## src/rtl/neuron_readout_streamer.sv

```systemverilog
// Readout engine: issues neuron-buffer read instructions over an address range and
// streams the returned words to the host through a credit-managed FWFT FIFO.
module neuron_readout_streamer #(
  parameter int          depth    = 3,
  parameter int          W        = 16,
  parameter int          ABuffer  = 11,
  parameter int          insW     = (depth > 2) ? depth : 2,
  parameter int          insD     = ((1 << depth) > W) ? (1 << depth) : W,
  parameter int          insWidth = 4 + 2 + 2 * insW + insD,
  parameter logic [3:0]  READ_OP  = 4'b0101,
  parameter int          LAT      = 2,
  parameter int          FLOG     = 2
) (
  input  logic                CLK,
  input  logic                RESETn,
  input  logic                start,
  input  logic [ABuffer-1:0]  baseAddr,
  input  logic [ABuffer:0]    count,
  input  logic [depth-1:0]    lane,
  input  logic                bufSel,
  output logic                busy,
  output logic                done,
  output logic [insWidth-1:0] instruction,
  input  logic [W-1:0]        dataIn,
  output logic [W-1:0]        outData,
  output logic                outValid,
  input  logic                outReady,
  output logic                outLast,
  output logic [1:0]          dbg_state_o
);

  // Stream handshake: a word transfers on any rising edge where outValid && outReady;
  // outValid never drops and outData/outLast never change while a word waits.

  localparam int FDEPTH = 1 << FLOG;

  typedef enum logic [1:0] {S_IDLE, S_ISSUE, S_DRAIN, S_DONE} state_e;

  state_e               state_q, state_d;
  logic [ABuffer-1:0]   base_q, base_d;
  logic [ABuffer:0]     cnt_q, cnt_d;
  logic [ABuffer:0]     idx_q, idx_d;
  logic [depth-1:0]     lane_q, lane_d;
  logic                 buf_q, buf_d;
  logic [insWidth-1:0]  instr_q, instr_d;

  // Tag stage 0 lines up with instr_q; stage LAT is the cycle its data is on dataIn.
  logic [LAT:0]         tag_vld_q, tag_last_q;

  logic [W-1:0]         fifo_data_q [FDEPTH];
  logic [FDEPTH-1:0]    fifo_last_q;
  logic [FLOG-1:0]      wptr_q, rptr_q;
  logic [FLOG:0]        occ_q;

  logic                 push, pop, issue, issue_last, issue_req;
  logic                 use_in;
  logic [ABuffer-1:0]   sel_base, iss_addr;
  logic [ABuffer:0]     sel_cnt, sel_idx;
  logic [depth-1:0]     sel_lane;
  logic                 sel_buf;
  int                   credits;

  // The first read leaves straight from IDLE so it is visible the cycle after start.
  assign use_in   = (state_q == S_IDLE);
  assign sel_base = use_in ? baseAddr : base_q;
  assign sel_cnt  = use_in ? count    : cnt_q;
  assign sel_idx  = use_in ? '0       : idx_q;
  assign sel_lane = use_in ? lane     : lane_q;
  assign sel_buf  = use_in ? bufSel   : buf_q;
  assign iss_addr = sel_base + sel_idx[ABuffer-1:0];

  assign outValid = (occ_q != '0);
  assign pop      = outValid & outReady;
  assign push     = tag_vld_q[LAT];
  assign outData  = outValid ? fifo_data_q[rptr_q] : '0;
  assign outLast  = outValid & fifo_last_q[rptr_q];

  // A word popped this edge frees its slot for the read issued at the same edge.
  always_comb begin
    credits = int'(occ_q) - int'(pop);
    for (int s = 0; s <= LAT; s++) begin
      credits = credits + int'(tag_vld_q[s]);
    end
  end

  assign issue_req  = ((state_q == S_IDLE) && start && (count != '0)) || (state_q == S_ISSUE);
  assign issue      = issue_req && (credits < FDEPTH);
  assign issue_last = (sel_idx == sel_cnt - 1'b1);

  always_comb begin
    instr_d = '0;
    if (issue) begin
      instr_d = {READ_OP, sel_buf, 1'b0, insW'(sel_lane), {insW{1'b0}}, insD'(iss_addr)};
    end
  end

  always_comb begin
    state_d = state_q;
    base_d  = base_q;
    cnt_d   = cnt_q;
    idx_d   = idx_q;
    lane_d  = lane_q;
    buf_d   = buf_q;
    busy    = (state_q != S_IDLE);
    done    = (state_q == S_DONE);
    case (state_q)
      S_IDLE: begin
        if (start) begin
          if (count != '0) begin
            base_d  = baseAddr;
            cnt_d   = count;
            lane_d  = lane;
            buf_d   = bufSel;
            idx_d   = issue ? {{ABuffer{1'b0}}, 1'b1} : '0;
            state_d = (issue && issue_last) ? S_DRAIN : S_ISSUE;
          end else begin
            state_d = S_DONE;
          end
        end
      end
      S_ISSUE: begin
        if (issue) begin
          idx_d = idx_q + 1'b1;
          if (issue_last) state_d = S_DRAIN;
        end
      end
      S_DRAIN: begin
        if (pop && outLast) state_d = S_DONE;
      end
      S_DONE: begin
        state_d = S_IDLE;
      end
      default: state_d = S_IDLE;
    endcase
  end

  always_ff @(posedge CLK or negedge RESETn) begin
    if (!RESETn) begin
      state_q    <= S_IDLE;
      base_q     <= '0;
      cnt_q      <= '0;
      idx_q      <= '0;
      lane_q     <= '0;
      buf_q      <= 1'b0;
      instr_q    <= '0;
      tag_vld_q  <= '0;
      tag_last_q <= '0;
    end else begin
      state_q    <= state_d;
      base_q     <= base_d;
      cnt_q      <= cnt_d;
      idx_q      <= idx_d;
      lane_q     <= lane_d;
      buf_q      <= buf_d;
      instr_q    <= instr_d;
      tag_vld_q  <= {tag_vld_q[LAT-1:0], issue};
      tag_last_q <= {tag_last_q[LAT-1:0], issue & issue_last};
    end
  end

  always_ff @(posedge CLK or negedge RESETn) begin
    if (!RESETn) begin
      wptr_q <= '0;
      rptr_q <= '0;
      occ_q  <= '0;
    end else begin
      if (push) wptr_q <= wptr_q + 1'b1;
      if (pop)  rptr_q <= rptr_q + 1'b1;
      occ_q <= occ_q + {{FLOG{1'b0}}, push} - {{FLOG{1'b0}}, pop};
    end
  end

  // Storage needs no reset: outputs are masked while the FIFO is empty.
  always_ff @(posedge CLK) begin
    if (push) begin
      fifo_data_q[wptr_q] <= dataIn;
      fifo_last_q[wptr_q] <= tag_last_q[LAT];
    end
  end

  assign instruction = instr_q;
  assign dbg_state_o = state_q;

endmodule
```

## config.mk

```make
export PLATFORM = sky130hd
export DESIGN_NAME = neuron_readout_streamer
export DESIGN_NICKNAME = d
export VERILOG_FILES = /design/src/rtl/neuron_readout_streamer.sv
export SDC_FILE = /design/constraint.sdc
export NUM_CORES = 1
export LEC_CHECK = 0
export BUFFER_PORTS_ARGS = -buffer_cell sky130_fd_sc_hd__buf_2
export CAP_MARGIN = 10
export CORE_MARGIN = 2
export CORE_UTILIZATION = 45
export CTS_BUF_LIST = sky130_fd_sc_hd__clkbuf_8
export CTS_CLUSTER_SIZE = 28
export DETAILED_ROUTE_END_ITERATION = 6
export PLACE_DENSITY = 0.68
export SYNTH_ARGS = -nofsm -noshare
export SYNTH_HDL_FRONTEND = slang
export SYNTH_SLANG_ARGS = --single-unit
```

## constraint.sdc

```tcl
create_clock -name CLK -period 8.35 [get_ports CLK]
set_input_delay 0.4175 -clock CLK [delete_from_list [all_inputs] [get_ports CLK]]
set_output_delay 0.4175 -clock CLK [all_outputs]
set_load 0.01 [all_outputs]
```

==> metrics.csv, run 1 <==
metric;value;unit
status;complete, no violations;
#FFs+latches synth;137;
setup tns final;0;ns
row cnt;45;
Sequential Power Share;37.5;%
die height;127.2;um
Comb pwr share;41.8;%
grt peak-use layer;met2;
total wire length;13030;um
initial antenna violation count;0;
die footprint;16170;um^2
DR WL/cell;16.06;um
Post-CTS Hold Fix Bufs;0;
Global Route Usage Sum;16.99;%
Cells after Synth;527;
ANT nets after route;0;
crit path max fanout;53;
Final Hold Viols;0;
synthesized area;6825;um^2
Pint;1.713;mW
critical path required time;8.68;ns
CTS buffer count;17;
setup bufs post-CTS;0;
grt met2 use;28.62;%
Final Cell Area;7795;um^2
max-slew violations;0;
met3 GRT Util;4.062;%
P&R area growth vs syn;14.21;%
Synth area leaders;edfxtp_1, dfrtp_1, mux4_2;
crit share post-route;47.18;%
wire length of the first global-routing pass;21510;um
CP peak stage delay;0.57;ns
H-tree depth;4;
Max Cap Viol;0;
initial core utilization;45.40;%
clk_lat worst skew;0.44;ns
largest net degree at the start of global routing;70;
Tightest Pin Transition;0.9514;ns
Worst Setup Path Type;reg -> reg;
Yosys cell types;60;
P_leak;3.261;nW
crit start category;register;
# clock sinks;137;
Compound-Gate Fraction of Synth Area;6.123;%
crit-path cells;inv_1 -> ha_2 -> buf_4 -> mux2i_1 -> ha_1 -> or4b_1 -> a222oi_1 -> xor2_1 -> o2111ai_1 -> nor4_1 -> a21oi_1 -> mux2_1;
placed inst area;7385;um^2
Post-DP HPWL;9103;um
mux cell area share after synthesis;13.51;%
Post-synth EDFFs;68;
antenna diode count;0;
CTS tree;yes;
top cell type's share of synthesized area;29.92;%
drt pass-1 iters;5;
Fmax;253.9;MHz
Post-CTS Resized;0;
relative slew slack;36.57;%
P per Cell Area;346.5;nW/um^2
drc violations;0;
endpoint arrival time on the critical path;4.27;ns
Via density;5.284;
Placeable Area;15030;um^2
Reg clk slew, reported paths;0.09;ns
Hold Path Class;in -> async;
largest family of logic cells by synthesized area;multiplexers;
commonest non-fill, non-tap cell in the layout;buf_2;
Post-Synth XOR/XNOR Area;4.491;%
RePlAce Congestion;0.8402;
Final Power;2.701;mW
I/O pins;97;
Clock Path Buffers;2;
power share of the clock group;20.7;%
fraction of layout cells with a size suffix above 1;28.57;%
warnings from Yosys;0;
asr flop ratio synth;50.36;%
initial drt markers;235;
GR Util met1;21.13;%
RSZ-0062 raised after global routing;no;
reg2reg end;dbg_state_o[0];
Max VDD drop;0.1577;mV
Avg Inst Size Synth;12.95;um^2
Port Buffers;85;
DR vias;4285;
Setup violations, final;0;
simple-gate share of the synthesized area;11.05;%
Clock Skew;0.01325;ns
die width;127.2;um
grt total ovfl;0;
Post-Synth Adder-Cell Area;5.463;%
commonest cells after routing, fill and taps aside;buf_2, dfrtp_1, edfxtp_1, nor2_1, mux2_2;
RR Startpoint;dbg_state_o[0];
reg2reg setup slack;4.41;ns
Sw Share;36.56;%
R2R depth;12;
CP Capture Type;register;
fin util;51.85;%
minimum clock period;3.939;ns
Yosys top cell by area;edfxtp_1;
CTS root buf;clkbuf_8;
slowest CP cell;or4b_1;
Switch Pwr;0.9876;mW
nets@finish;685;
vias in the first global route;4349;
Synth Flop Type;dfrtp_1;
Seq/Total Area, Yosys;55.22;%
==> cells by family (layout without fill, tap and decap cells) <==
family,after synthesis,in the layout
AOI/OAI and AO/OA,62,62
xor gates and xnor gates,35,35
adders and majority gates,28,28
buffers and inverters,59,145
DFF,137,137
muxes,66,66
other,1,11
and+or+nand+nor,139,139
==> synthesized netlist by cell type, types with 11 or more instances <==
cell,instances
a21oi_1,13
and2_1,22
buf_4,13
clkbuf_1,11
dfrtp_1,69
edfxtp_1,68
ha_1,25
inv_1,21
mux2_2,29
mux4_2,17
nand2_1,26
nor2_1,30
o21ai_0,11
xnor2_1,17
xor2_1,18
==> worst max-delay path: cells and delay by family (launching register included) <==
family,cells,cell delay [ns]
adders and majority gates,2,0.42
xor gates and xnor gates,1,0.23
DFF,1,0.43
AOI/OAI and AO/OA,3,0.75
muxes,2,0.55
and+or+nand+nor,2,0.84
buffers and inverters,2,0.59
==> worst max-delay path by stage <==
stage                         from              to  slack [ns]  depth (start not counted)
finish              dbg_state_o[0]  dbg_state_o[0]        4.41                         12
global route        dbg_state_o[0]  dbg_state_o[0]        3.96                         12
CTS                 dbg_state_o[0]  dbg_state_o[0]        4.41                         12
detailed placement  dbg_state_o[1]  dbg_state_o[0]        4.44                         12
global placement    dbg_state_o[0]  dbg_state_o[0]        4.59                         12
floorplan           dbg_state_o[0]  dbg_state_o[0]        3.92                         16
==> registers in the layout, summed over array words and instances (netlist names) <==
register / flops
tag_last_q: 3
fifo_last_q: 4
wptr_q: 2
cnt_q: 12
occ_q: 3
base_q: 11
tag_vld_q: 3
instruction: 15
idx_q: 12
fifo_data_q: 64
rptr_q: 2
dbg_state_o: 2
buf_q: 1
lane_q: 3
==> area by class of cell <==
cell class / instances / area, um^2
clock buffer: 17 / 234.0
inverter: 24 / 90.09
multi-input combinational: 341 / 2835
sequential: 137 / 3769
timing repair buffer: 89 / 455.4
fill: 1292 / 7238
tap: 188 / 235.2
clock inverter: 15 / 176.4
==> layer usage <==
metal	share of wire [%]	vias to the layer above	wire length [um]
met4	1.2	0	154
met2	51	97	6612
met1	45	2118	5822
met5	0	-	0
met3	3.4	14	438
li1	-	2056	-
==> power groups by stage <==
stage / clock network, mW / registers, mW / logic (mW)
after CTS: 0.575 / 1.02 / 1.14
after global routing: 0.603 / 1.04 / 1.26
final: 0.558 / 1.01 / 1.13
after global placement: 0 / 1.02 / 1.11
after detailed placement: 0 / 1.03 / 1.14
after floorplan: 0 / 0.990 / 0.865
==> metrics by stage <==
step                      setup WS [ns]  std cells  hold WS, ns
after global placement            4.593        779       0.3333
after global routing              3.963        811       0.1694
after floorplan                   3.922        537       0.1219
after detailed placement          4.444        779       0.3347
after CTS                         4.408        811       0.1564
final                             4.411        811       0.1819
(Power assumes the default switching activity.)
==> run 2, diff against run 1 <==
- ABC_AREA: not set -> 1
- PLACE_DENSITY: 0.68 -> 0.7
- clock period: 8.35 -> 3.3 ns (I/O delays scaled with it)
==> run 2 against run 1 <==
Against the previous run: worst hold slack got worse by 0.15 ns; sequential power increased by 140%; first-iteration DRC count increased by 47%; highest routed layer unchanged; flip-flop and latch count unchanged; final area increased by 9.1%; die area increased by 3.9%; critical path depth increased by 1; maximum frequency increased by 33%; critical endpoint is now instruction[8]; largest power group unchanged; combinational power increased to 3.1 times the previous value; synthesized area increased by 4.1%; count of clock-buffer cells in the layout unchanged.
==> metrics.csv, run 2 <==
metric;value;unit;change
asr flop ratio synth;50.36;%;unchanged
warnings from Yosys;0;;unchanged
die width;129.6;um;+2.0%
top-count cell post-synth;nand2_1;;
row cnt;45;;unchanged
critical path required time;3.64;ns;-5.04 ns
nets@finish;1027;;+50%
Placeable Area;15310;um^2;+1.9%
Setup violations, final;0;;unchanged
Top reg by flops;fifo_data_q;;
CP Capture Type;register;;
grt total ovfl;0;;unchanged
I/O pins;97;;unchanged
slowest CP cell;dfrtp_1;;
#FFs+latches synth;137;;unchanged
initial antenna violation count;0;;unchanged
ANT nets after route;0;;unchanged
Final Power;7.484;mW;+180%
initial core utilization;46.38;%;+0.98 points
Max Cap Viol;0;;unchanged
Top Layer Used;met4;;
total wire length;15900;um;+22%
synthesized area;7103;um^2;+4.1%
H-tree depth;4;;unchanged
minimum clock period;2.964;ns;-0.9747 ns
die height;129.6;um;+2.0%
CP peak stage delay;0.43;ns;-0.14 ns
max-slew violations;0;;unchanged
CTS buffer count;17;;unchanged
vias in the first global route;5448;;+25%
RePlAce Congestion;0.8701;;+3.6%
Cells after Synth;830;;+57%
dpl ws;0.3735;ns;-4.070 ns
Synth Flop Type;dfrtp_1;;
P_leak;3.950;nW;+21%
Tightest Pin Transition;0.8698;ns;-0.08163 ns
Port Buffers;85;;unchanged
commonest cells after routing, fill and taps aside;nand2_1, nor2_1, inv_1, o21ai_0, buf_2;;
antenna diode count;0;;unchanged
relative slew slack;42.02;%;+5.4 points
Reg clk slew, reported paths;0.09;ns;about the same
fin util;55.51;%;+3.7 points
met2 wire length;7826;um;+18%
FILL cells;1406;;+8.8%
Yosys top cell by area;edfxtp_1;;
CTS tree;yes;;
crit-path cells;inv_1 -> ha_2 -> buf_4 -> o21ai_0 -> ha_1 -> a21oi_1 -> o21ai_0 -> a21oi_1 -> nor2_1 -> o21ai_0 -> nand2_1 -> o21ai_0 -> a21oi_1;;
commonest non-fill, non-tap cell in the layout;nand2_1;;
Worst Setup Path Type;reg -> reg;;
fraction of layout cells with a size suffix above 1;14.92;%;-14 points
clk_lat worst skew;0.45;ns;about the same
die footprint;16810;um^2;+3.9%
wire length of the first global-routing pass;26000;um;+21%
wl on met1;7124;um;+22%
status;complete, no violations;;
P per Cell Area;880.3;nW/um^2;+150%
Clock Skew;0.01304;ns;-0.0002168 ns
DR WL/cell;13.52;um;-16%
initial drt markers;346;;+47%
P&R area growth vs syn;19.69;%;
CTS root buf;clkbuf_8;;
crit path max fanout;17;;-68%
crit share post-route;89.83;%;+43 points
top cell type's share of synthesized area;28.75;%;-1.2 points
Post-DP HPWL;10830;um;+19%
drt pass-1 iters;5;;unchanged
Avg Inst Size Synth;8.558;um^2;-34%
Seq/Total Area, Yosys;53.06;%;-2.2 points
hold_ws;0.02726;ns;-0.1546 ns
crit start category;register;;
Clock Path Buffers;2;;unchanged
Post-synth EDFFs;68;;unchanged
Hold Path Class;in -> reg;;
final setup margin;0.3355;ns;-4.075 ns
Yosys cell types;33;;-45%
Max VDD drop;0.3270;mV;+110%
WL met3;705;um;+61%
most common library cells after synthesis;nand2_1, nor2_1, inv_1, o21ai_0, dfrtp_1;;
Global Route Usage Sum;20.03;%;+3.0 points
drc violations;0;;unchanged
endpoint arrival time on the critical path;3.30;ns;-0.97 ns
max FFs per register;64;;unchanged
# clock sinks;137;;unchanged
setup tns final;0;ns;unchanged
largest net degree at the start of global routing;70;;unchanged
crit-path most repeated cell;o21ai_0;;
DR vias;5759;;+34%
Synth area leaders;edfxtp_1, dfrtp_1, nand2_1;;
Via density;4.897;;-7.3%
Fmax;337.3;MHz;+33%
RSZ-0062 raised after global routing;no;;
Final Hold Viols;0;;unchanged
==> run 2: repair_timing <==
action / CTS / global route
hold endpoints to repair: 156 / 0
resized for setup: 0 / 0
hold buffers: 36 / 0
buffers inserted: 0 / 0
==> run 2: area by class of cell <==
type / count / area, um^2 / share of cell area, %
clock inverters: 15 / 200.2 / 2.355
well taps: 211 / 264.0 / 3.105
multi-input cells: 565 / 2791 / 32.83
clock buffers: 17 / 234.0 / 2.752
repair buffers: 133 / 875.8 / 10.30
inverters: 98 / 367.9 / 4.327
flip-flops and latches: 137 / 3769 / 44.33
==> run 2: power by group <==
group | internal (mW) | total (mW) | switching [mW]
logic | 1.24 | 3.53 | 2.30
clock network | 0.826 | 1.50 | 0.671
registers | 2.23 | 2.46 | 0.230
total | 4.29 | 7.48 | 3.20
==> run 2: worst max-delay path: cells and delay by family (launching register included) <==
kind / cells / cell delay [ns]
AOI/OAI and AO/OA: 7 / 1.12
adders and majority gates: 2 / 0.75
buffers and inverters: 2 / 0.37
DFF: 1 / 0.43
and+or+nand+nor: 2 / 0.16
==> run 2: routing by layer <==
layer / vias up / GRT usage [%]
li1: 2927 / -
met1: 2669 / 25.21
met2: 141 / 34.37
met3: 22 / 4.294
met4: 0 / 6.831
met5: - / 0
==> run 2: final timing paths <==
path | start | end | slack [ns] | cells after the start
max | dbg_state_o[0] | instruction[8] | 0.34 | 13
min | outReady | rptr_q[0] | 0.03 | 3
max reg2reg | dbg_state_o[0] | instruction[8] | 0.34 | 13
min reg2reg | tag_last_q[1] | tag_last_q[2] | 0.36 | 0
max in group asynchronous | RESETn | cnt_q[2] | 2.29 | 3
min in group asynchronous | RESETn | cnt_q[8] | 0.45 | 3
==> run 2: per-stage QoR <==
step / instances / instance area [um^2]
after floorplan: 840 / 7141
after global placement: 1108 / 7707
after detailed placement: 1108 / 7707
after CTS: 1176 / 8502
after global routing: 1176 / 8502
final: 1176 / 8502
==> run 2: kinds of logic after synthesis <==
family	Yosys count	share of synthesized area (%)
other cells	1	0.05279
fa+ha+maj	28	5.249
compound gates	152	11.01
simple gates	363	21.00
flops	137	53.06
buf+inv	138	8.279
xor+xnor	11	1.356
==> run 3, diff against run 2 <==
- CELL_PAD_IN_SITES_DETAIL_PLACEMENT: not set -> 1
- CELL_PAD_IN_SITES_GLOBAL_PLACEMENT: not set -> 2
- CORE_UTILIZATION: 45 -> 33
- PLACE_DENSITY: 0.7 -> 0.82
==> run 3 against run 2 <==
Against the previous run: final cell count up 6.1%; global-route usage fell by 2.5 points; combinational power is 8.5% higher; via count up 2.6%; sequential power fell by 2%; setup slack improved by 0.019 ns; utilization decreased by 14 points; total power increased by 3.6%; critical path type unchanged; critical endpoint is now idx_q[4]; largest cell class unchanged; highest routed layer unchanged.
==> metrics.csv, run 3 (synthesized netlist as in run 2, its figures left out) <==
metric;value;unit;change
Port Buffers;85;;unchanged
R2R depth;18;;+5
P_leak;3.977;nW;+0.70%
die footprint;22710;um^2;+35%
Sequential Area;3769;um^2;unchanged
H-tree depth;4;;unchanged
CTS root buf;clkbuf_8;;
CP Capture Type;register;;
Worst Setup Path Type;reg -> reg;;
RR Startpoint;occ_q[2];;
commonest cells after routing, fill and taps aside;nand2_1, nor2_1, inv_1, o21ai_0, buf_2;;
worst hold endpoint;cnt_q[10];;
Reg clk slew, reported paths;0.09;ns;about the same
Tightest Pin Transition;0.9200;ns;+0.05021 ns
Max Cap Viol;0;;unchanged
hold path depth;3;;unchanged
Post-DP HPWL;13200;um;+22%
Fmax;339.5;MHz;+0.63%
Max VDD drop;0.3329;mV;+1.8%
CTS tree;yes;;
wire length of the first global-routing pass;30640;um;+18%
crit share post-route;89.27;%;-0.56 points
clk_lat worst skew;0.47;ns;+0.02 ns
nets@finish;1035;;+0.78%
crit start category;register;;
final setup margin;0.3541;ns;+0.01854 ns
GR Util met1;21.04;%;-4.2 points
initial antenna violation count;0;;unchanged
vias in the first global route;6215;;+14%
total wire length;19160;um;+20%
max-slew violations;0;;unchanged
hold path start;count[10];;
Setup violations, final;0;;unchanged
row cnt;53;;+18%
drc violations;0;;unchanged
Clock Path Buffers;2;;unchanged
Top reg by flops;fifo_data_q;;
status;complete, no violations;;
Clock Skew;0.01140;ns;-0.001640 ns
Global Route Usage Sum;17.54;%;-2.5 points
Final Power;7.755;mW;+3.6%
Via density;4.732;;-3.4%
DR WL/cell;15.35;um;+14%
initial drt markers;237;;-32%
reg2reg end;idx_q[4];;
max FFs per register;64;;unchanged
commonest non-fill, non-tap cell in the layout;nand2_1;;
largest net degree at the start of global routing;70;;unchanged
endpoint arrival time on the critical path;3.31;ns;about the same
minimum clock period;2.946;ns;-0.01854 ns
setup tns final;0;ns;unchanged
Final Hold Viols;0;;unchanged
dpl ws;0.3416;ns;-0.03194 ns
CTS buffer count;17;;unchanged
fraction of layout cells with a size suffix above 1;15.42;%;+0.49 points
RSZ-0062 raised after global routing;no;;
initial core utilization;33.68;%;-13 points
I/O pins;97;;unchanged
RePlAce Congestion;0.8123;;-6.6%
grt met2 use;31.82;%;-2.6 points
reg2reg setup slack;0.35;ns;+0.02 ns
die width;150.7;um;+16%
drt pass-1 iters;4;;-1
FILL cells;2528;;+80%
ANT nets after route;0;;unchanged
met3 GRT Util;3.424;%;-0.87 points
grt total ovfl;0;;unchanged
grt peak-use layer;met2;;
crit path max fanout;11;;-6
DR vias;5906;;+2.6%
area of the multi-input gates;2791;um^2;unchanged
Placeable Area;21090;um^2;+38%
relative slew slack;38.67;%;-3.3 points
P&R area growth vs syn;21.90;%;
Hold Path Class;in -> reg;;
antenna diode count;0;;unchanged
P per Cell Area;895.7;nW/um^2;+1.7%
crit path from;occ_q[2];;
# clock sinks;137;;unchanged
critical path required time;3.66;ns;+0.02 ns
die height;150.7;um;+16%
==> run 3: cell count changes in the layout (fill, tap and decap cells not counted), moves of 2 or more <==
cell	previous run	this run
inv_1	95	93
inv_6	3	6
dlygate4sd3_1	36	40
buf_4	12	15
==> run 3: worst max path at each step <==
stage	cells after the start	endpoint	slack [ns]
floorplan	17	idx_q[4]	0.004
global placement	18	idx_q[9]	0.46
detailed placement	18	idx_q[9]	0.34
CTS	18	idx_q[4]	0.28
global route	18	idx_q[4]	0.02
finish	18	idx_q[4]	0.35
==> run 3: routing by layer <==
metal  vias up  share of wire [%]
li1       2938                  -
met1      2861                 45
met2        94                 51
met3        13                3.6
met4         0               0.92
met5         -                  0
==> run 3: cell type report <==
cell class / instances / share of cell area [%]
Clock inverter: 15 / 2.168
Inverter: 98 / 4.249
Clock buffer: 17 / 2.702
Multi-Input combinational cell: 565 / 32.24
Sequential cell: 137 / 43.53
Timing Repair Buffer: 141 / 11.14
Tap cell: 275 / 3.974
==> run 3: power breakdown <==
| group | total, mW | switching (mW) | internal (mW) | leakage (nW) |
|---|---|---|---|---|
| Combinational | 3.83 | 2.51 | 1.32 | 2.26 |
| Sequential | 2.42 | 0.198 | 2.23 | 1.51 |
| Clock | 1.50 | 0.736 | 0.761 | 0.204 |
| Total | 7.76 | 3.45 | 4.31 | 3.98 |
==> run 3: worst max-delay path: stages (launching register included) <==
cell and delay (ns):
dfrtp_1 0.42, nor3_2 0.20, inv_1 0.09, nand2_1 0.12, nor2_1 0.10, inv_1 0.10
nand2_1 0.07, fa_1 0.37, ha_1 0.28, nand3_1 0.07, nand2_1 0.08, nand2_1 0.06
o21ai_0 0.11, nor2_1 0.15, buf_6 0.16, nand3_1 0.10, nor2_1 0.14, xor2_1 0.16
nor2_1 0.06
==> run 3: per-stage QoR <==
stage               cells  instance area (um^2)  util (%)  hold slack (ns)
global placement     1173                  7810     37.04           0.3335
CTS                  1245                  8632     40.93         0.005649
global route         1248                  8658     41.06          0.03329
detailed placement   1173                  7810     37.04           0.3441
finish               1248                  8658     41.06          0.02737
floorplan             840                  7141         -          -0.1306
==> run 3: timing repair <==
item	CTS	global route
resized for setup	0	1
hold endpoints to repair	160	0
setup buffers	0	3
hold buffers	40	0
setup endpoints to repair	0	3
